**config.mk**
```make
export PLATFORM = sky130hd
export DESIGN_NAME = mean_broadcast_backward
export DESIGN_NICKNAME = d
export VERILOG_FILES = /design/src/rtl/mean_broadcast_backward.sv
export SDC_FILE = /design/constraint.sdc
export NUM_CORES = 1
export LEC_CHECK = 0
export ABC_AREA = 1
export CAP_MARGIN = 25
export CORE_MARGIN = 4
export CORE_UTILIZATION = 49
export DETAILED_ROUTE_END_ITERATION = 10
export HOLD_SLACK_MARGIN = 0.15
export PLACE_DENSITY = 0.8
export SYNTH_ARGS = -nofsm -noshare
export SYNTH_HDL_FRONTEND = slang
export SYNTH_SLANG_ARGS = --single-unit
```
**constraint.sdc**
```tcl
create_clock -name clk -period 1.8 [get_ports clk]
set_input_delay 0.36 -clock clk [delete_from_list [all_inputs] [get_ports clk]]
set_output_delay 0.36 -clock clk [all_outputs]
set_load 0.05 [all_outputs]
```
**src/rtl/mean_broadcast_backward.sv**
```systemverilog
// Gradient of a mean reduction: scales one upstream Q16.16 scalar by 1/DIM_LEN and
// re-expands it into DIM_LEN identical beats on a valid/ready stream.
module mean_broadcast_backward #(
    parameter int unsigned DIM_LEN = 4
) (
    input  logic        clk,
    input  logic        rst_n,
    input  logic        valid_in,
    output logic        in_ready,
    input  logic [31:0] input_data,
    output logic        valid_out,
    input  logic        out_ready,
    output logic [31:0] output_data,
    output logic        out_last,
    output logic [15:0] out_index
);

    localparam int unsigned RECIP_Q16 = (65536 + DIM_LEN / 2) / DIM_LEN;
    localparam logic [17:0] RECIP     = 18'(RECIP_Q16);
    localparam logic [15:0] LAST_IDX  = 16'(DIM_LEN - 1);

    typedef enum logic [1:0] {
        IDLE,
        SCALE,
        EMIT
    } state_t;

    state_t      state_q, state_d;
    logic [31:0] scalar_q, scalar_d;
    logic [31:0] data_q, data_d;
    logic [15:0] count_q, count_d;

    logic signed [49:0] product;
    logic               at_last;
    logic               unused_product_bits;

    // Operands are widened to the full product width; RECIP is never negative.
    assign product = $signed({{18{scalar_q[31]}}, scalar_q}) * $signed({32'd0, RECIP});
    assign unused_product_bits = ^{product[49:48], product[15:0]};
    assign at_last = (count_q == LAST_IDX);

    always_ff @(posedge clk or negedge rst_n) begin
        if (!rst_n) begin
            state_q  <= IDLE;
            scalar_q <= 32'd0;
            data_q   <= 32'd0;
            count_q  <= 16'd0;
        end else begin
            state_q  <= state_d;
            scalar_q <= scalar_d;
            data_q   <= data_d;
            count_q  <= count_d;
        end
    end

    always_comb begin
        state_d  = state_q;
        scalar_d = scalar_q;
        data_d   = data_q;
        count_d  = count_q;
        unique case (state_q)
            IDLE: begin
                if (valid_in) begin
                    scalar_d = input_data;
                    state_d  = SCALE;
                end
            end
            SCALE: begin
                // Bits [47:16] give an arithmetic shift that floors toward -inf.
                data_d  = product[47:16];
                count_d = 16'd0;
                state_d = EMIT;
            end
            EMIT: begin
                if (out_ready) begin
                    if (at_last) begin
                        count_d = 16'd0;
                        state_d = IDLE;
                    end else begin
                        count_d = count_q + 16'd1;
                    end
                end
            end
            default: state_d = IDLE;
        endcase
    end

    always_comb begin
        in_ready    = (state_q == IDLE);
        valid_out   = (state_q == EMIT);
        out_last    = (state_q == EMIT) && at_last;
        out_index   = count_q;
        output_data = data_q;
    end

endmodule

```
==> results.yml, run 1 <==
cts:
  cts_buffers: 9
  cts_tree: "built"
  clockBufferDepth: 2
  clock_latency_ns: 0.35
  root_buffer: "clkbuf_8"
  clk_pin_slew_ns: 0.08
  cts_num_sinks: 78
  ctsHtreeMaxLevel: 3
worst_setup_path:
  critPathKind: "reg2out"
  cp_data_required_time_ns: 1.44
  endpoint_kind: "output port"
  reg2regPathDepth: 10
  critPathArrivalTime_ns: 1.51
  crit_path_start_kind: "flip-flop"
  rrSetupSlack_ns: 0.27
  worstReg2RegStart: "out_index[0]"
  path_cells: "ha_4 > inv_2 > nor2_1 > nand2_1 > nor2_2 > nand2_2 > nor2_4 > buf_12"
  critPathMaxStageDelay_ns: 0.39
  crit_family: "simple AND/OR/NAND/NOR gates"
  critPathSlowestCell: "dfrtp_2"
  reg2reg_to: "out_index[4]"
  path_buf_inv: 2
  crit_fanout: 2
sta:
  setup_viol: 1
  whs_ns: 0.463
  maxSlewHeadroom_pct: 77.3
  setup_tns_ns: -0.0711
  hold_viol_final: 0
  period_needed_ns: 1.87
  worst_pin_slew_ns: 0.340
  fmax_ghz: 0.534
  maxSlewViolCount: 0
  fin_crit_sh_pct: 104
  rsz0062_at_grt: "yes"
  skew_ns: 0.00734
  fin_ws_ns: -0.0711
synthesis:
  muxShareOfSynthArea_pct: 9.48
  ys.flop_type: "dfrtp_1"
  synthArstFlopShare_pct: 100
  synth_top_area_share_pct: 56.0
  syn_area_um2: 3480
  synth_top_family_by_area: "simple AND/OR/NAND/NOR gates"
  synth_seq_area_share_pct: 56.0
  yosys.area_share.simple_pct: 22.3
  avgSynthCellArea_um2: 9.78
  synth.distinct_cells: 27
  synth_compound_area_share_pct: 5.14
  synth_area_leaders: "dfrtp_1, nand2_1, mux2_4, inv_1, o21ai_1"
  yosysMostFrequentCell: "nand2_1"
  synth_adder_area_share_pct: 0.359
  netlist_top_cells_count: "nand2_1, dfrtp_1, inv_1, mux2_4, nor2_1"
  synth_xor_xnor_area_share_pct: 1.01
  syn_nets: 393
  synth_edf_count: 0
  yosys.area.top_type: "dfrtp_1"
  yosysWarnings: 0
  netlist_instances: 356
  ys_ff_latch: 78
outcome:
  violations: "negative setup slack"
  status: "complete, but fails checks"
placement:
  place_inst: 539
  portBuffers: 84
  placed_area_um2: 4420
  place_hpwl_mm: 5.29
  dp_slack_ns: 0.165
  gp_congestion: 0.860
cells_and_area:
  n_fill_cell: 522
  multi_input_area_um2: 1370
  final_nets: 502
  synthToLayoutAreaGrowth_pct: 35.7
  n_antenna_cell: 0
  drive_gt1_share_pct: 30.3
  stdcell_count: 565
  regArea_um2: 1960
  final_core_util_pct: 69.2
  final_area_um2: 4730
routing:
  vias_per_cell: 4.83
  final_antenna_net_count: 0
  drcViolationCount: 0
  detailedRoute.firstPassIterationCount: 4
  routed_wl_mm: 7.58
  wire_per_inst_um: 13.4
  route.vias.total: 2731
  drtIter0Drc: 117
floorplan:
  dieWidth_um: 92.3
  die_h_um: 92.3
  core_area_um2: 6830
  dieArea_um2: 8520
  rows: 30
  io_pins: 87
  initial_core_util_pct: 51.0
power:
  max-vdd-ir-drop_mv: 1.14
  leakagePower_nw: 2.41
  power.density_nw_per_um2: 1690
  power_mw: 7.99
global_route:
  grt_pass1_wl_mm: 12.6
  grt_pass1_vias: 2680
  grt_overflow_total: 0
  grt_start_max_net_pins: 39
  antenna_found_initial: 0
  grtUsageTotal_pct: 18.7
run:
  drv_cap: 0
min_path:
  min_path_type: "in2async"
## worst reg2reg max path: cells and delay by family (launching register included)
family | cells | cell delay, ns
AND/OR/NAND/NOR | 5 | 0.45
AO/OA/AOI/OAI | 1 | 0.11
buffers and inverters | 3 | 0.32
flip-flops | 1 | 0.39
adder cells (fa/ha/maj) | 1 | 0.15
## flip-flops by register name, indices dropped and copies added (netlist names)
register / count
output_data: 30
scalar_q: 30
out_index: 16
state_q: 2
## layer usage
layer | GRT usage [%] | part of all wire, % | vias up
li1 | - | - | 1346
met1 | 24.8 | 44 | 1295
met2 | 30.0 | 49 | 78
met3 | 3.49 | 4.9 | 12
met4 | 8.29 | 2.0 | 0
met5 | 0 | 0 | -
## power breakdown
group	total (mW)	leakage (nW)	switching, mW	internal [mW]
Sequential	2.82	1.00	0.399	2.42
Combinational	3.78	1.31	2.37	1.40
Clock	1.40	0.105	0.624	0.773
Total	7.99	2.41	3.39	4.60
## area by class of cell
class | count | area share [%]
Clock inverter | 6 | 1.83
Clock buffer | 9 | 2.62
Multi-Input combinational cell | 240 | 28.9
Inverter | 25 | 1.99
Sequential cell | 78 | 41.4
Timing Repair Buffer | 111 | 20.7
Tap cell | 96 | 2.54
## kinds of logic after synthesis
logic type,count (synthesis)
compound gates,33
xor+xnor,4
fa+ha+maj,1
buf+inv,38
flops,78
mux,22
simple gates,180
## cell usage in the layout (no fill, tap or decap), types with 2 or more instances in the layout
master / Yosys / layout
nand2_1: 131 / 130
dfrtp_1: 78 / 75
buf_4: 5 / 73
clkdlybuf4s50_1: 0 / 32
mux2_4: 22 / 22
inv_1: 22 / 21
nor2_1: 17 / 14
o21ai_1: 14 / 14
nand3_1: 13 / 13
o21ai_0: 12 / 12
clkbuf_8: 0 / 9
nor2_4: 4 / 6
nand4_1: 6 / 6
nand2_2: 4 / 5
buf_12: 0 / 5
inv_2: 3 / 4
nand2_4: 3 / 3
dfrtp_2: 0 / 3
nor2_2: 1 / 2
xor2_1: 2 / 2
xnor2_1: 2 / 2
a21oi_1: 2 / 2
bufinv_16: 0 / 2
clkinv_2: 0 / 2
## worst max-delay path by stage
stage                       startpoint  cells after the start  endpoint  slack [ns]
after floorplan           out_index[1]                      7  out_last     -0.0002
after global placement    out_index[4]                      6  out_last        0.17
after detailed placement  out_index[4]                      6  out_last        0.17
after CTS                 out_index[0]                      8  out_last       -0.08
after global routing      out_index[0]                      8  out_last       -0.14
final                     out_index[0]                      8  out_last       -0.07
## what timing repair did
| item | 4_1_cts | 5_1_grt |
|---|---|---|
| buffers inserted | 5 | 5 |
| resized for setup | 2 | 1 |
| hold endpoints to repair | 23 | 0 |
| endpoints found under the setup margin | 1 | 1 |
| pin swaps | 4 | 1 |
| hold buffers | 1 | 0 |
(Power assumes the default switching activity.)
==> inputs of run 2 (changes only) <==
- CTS_BUF_LIST: default -> sky130_fd_sc_hd__clkbuf_8 sky130_fd_sc_hd__clkbuf_16
- REMOVE_ABC_BUFFERS: default -> 1
==> results.yml, run 2 (synthesized netlist as in run 1, its figures left out) <==
outcome:
  status: "complete, but fails checks"
  violations: "negative setup slack"
power:
  max-vdd-ir-drop_mv: 0.964
  power_mw: 7.95
  power.density_nw_per_um2: 1700
  leakagePower_nw: 2.38
floorplan:
  dieArea_um2: 8520
  io_pins: 87
  die_h_um: 92.3
  core_area_um2: 6830
  initial_core_util_pct: 51.0
  rows: 30
  dieWidth_um: 92.3
sta:
  maxSlewViolCount: 0
  rsz0062_at_grt: "yes"
  whs_ns: 0.464
  fmax_ghz: 0.508
  setup_viol: 1
  skew_ns: 0.00605
  hold_viol_final: 0
  fin_crit_sh_pct: 109
  fin_ws_ns: -0.168
  period_needed_ns: 1.97
  maxSlewHeadroom_pct: 76.6
  worst_pin_slew_ns: 0.351
worst_setup_path:
  endpoint_kind: "output port"
  crit_path_start_kind: "flip-flop"
  reg2regPathDepth: 9
  critPathArrivalTime_ns: 1.61
  cp_data_required_time_ns: 1.44
  critPathKind: "reg2out"
  crit_fanout: 3
routing:
  detailedRoute.firstPassIterationCount: 5
  drtIter0Drc: 155
  final_antenna_net_count: 0
  drcViolationCount: 0
  routed_wl_mm: 7.95
  vias_per_cell: 5.03
  route.vias.total: 2817
  wire_per_inst_um: 14.2
global_route:
  grt_start_max_net_pins: 35
  grt_overflow_total: 0
  grtUsageTotal_pct: 19.8
  grt_pass1_wl_mm: 13.4
  grt_pass1_vias: 2847
  antenna_found_initial: 0
cells_and_area:
  drive_gt1_share_pct: 28.9
  final_common_cell: "nand2_1"
  stdcell_count: 560
  n_fill_cell: 543
  final_cell_mix: "nand2_1, dfrtp_1, buf_4"
  n_antenna_cell: 0
  synthToLayoutAreaGrowth_pct: 34.1
  final_core_util_pct: 68.4
  final_nets: 496
cts:
  ctsHtreeMaxLevel: 3
  cts_tree: "built"
  cts_num_sinks: 78
  cts_buffers: 9
  clock_latency_ns: 0.35
  root_buffer: "clkbuf_8"
  clockBufferDepth: 2
  clk_pin_slew_ns: 0.09
placement:
  gp_congestion: 0.852
  dp_slack_ns: 0.0457
  place_inst: 542
  portBuffers: 84
  place_hpwl_mm: 5.55
run:
  drv_cap: 0
min_path:
  min_path_type: "in2async"
## run 2: cell count changes in the layout (fill, tap and decap cells not counted)
cell / before / now
buf_4: 73 / 66
clkinv_4: 0 / 3
dfrtp_1: 75 / 78
dfrtp_2: 3 / 0
clkinv_2: 2 / 0
buf_12: 5 / 6
bufinv_16: 2 / 1
ha_2: 0 / 1
ha_4: 1 / 0
inv_6: 1 / 2
nor2_2: 2 / 3
nor2_4: 6 / 5
## run 2: per-stage QoR
| stage | setup TNS, ns | cell area (µm²) |
|---|---|---|
| finish | -0.168 | 4670 |
| global route | -0.245 | 4670 |
| CTS | -0.171 | 4670 |
| detailed placement | 0 | 4430 |
| global placement | 0 | 4430 |
| floorplan | -2.35 | 3380 |
## run 2: power breakdown
group	switching, mW	internal, mW	total, mW
Clock	0.703	0.657	1.36
Combinational	2.40	1.38	3.78
Sequential	0.397	2.42	2.81
Total	3.50	4.45	7.95
## run 2: timing repair
action	CTS	global route
setup buffers	1	0
endpoints found under the hold margin	24	0
hold buffers	1	0
resized for setup	7	0
pin swaps	1	2
endpoints found under the setup margin	1	1
## run 2: area by class of cell
type | instances | area [µm²] | share of cell area [%]
flip-flops and latches | 78 | 1950 | 41.8
multi-input cells | 240 | 1350 | 29.0
repair buffers | 105 | 946 | 20.3
clock buffers | 9 | 124 | 2.65
well taps | 96 | 120 | 2.57
inverters | 25 | 93.8 | 2.01
clock inverters | 7 | 81.3 | 1.74
## run 2: critical path, stage by stage, from the launching register on
cell     delay, ns
dfrtp_1       0.37
ha_2          0.21
inv_2         0.04
nor2_1        0.08
nand2_1       0.07
nor2_2        0.13
nand2_2       0.10
nor2_4        0.12
buf_12        0.14
## run 2: routing by layer
layer / vias to the layer above / share of wire (%) / track usage [%]
met5: - / 0 / 0
met4: 0 / 1.7 / 7.43
met3: 18 / 9.2 / 8.04
met2: 112 / 48 / 31.5
met1: 1355 / 41 / 24.2
li1: 1332 / - / -
## run 2: final timing paths
kind | start | slack [ns] | endpoint
setup / recovery | out_index[1] | -0.17 | out_last
hold / removal | rst_n | 0.46 | out_index[9]
setup reg to reg | out_index[1] | 0.32 | out_index[11]
hold reg to reg | scalar_q[10] | 0.49 | scalar_q[10]
max in group asynchronous | rst_n | 0.83 | output_data[15]
min in group clk | scalar_q[10] | 0.49 | scalar_q[10]
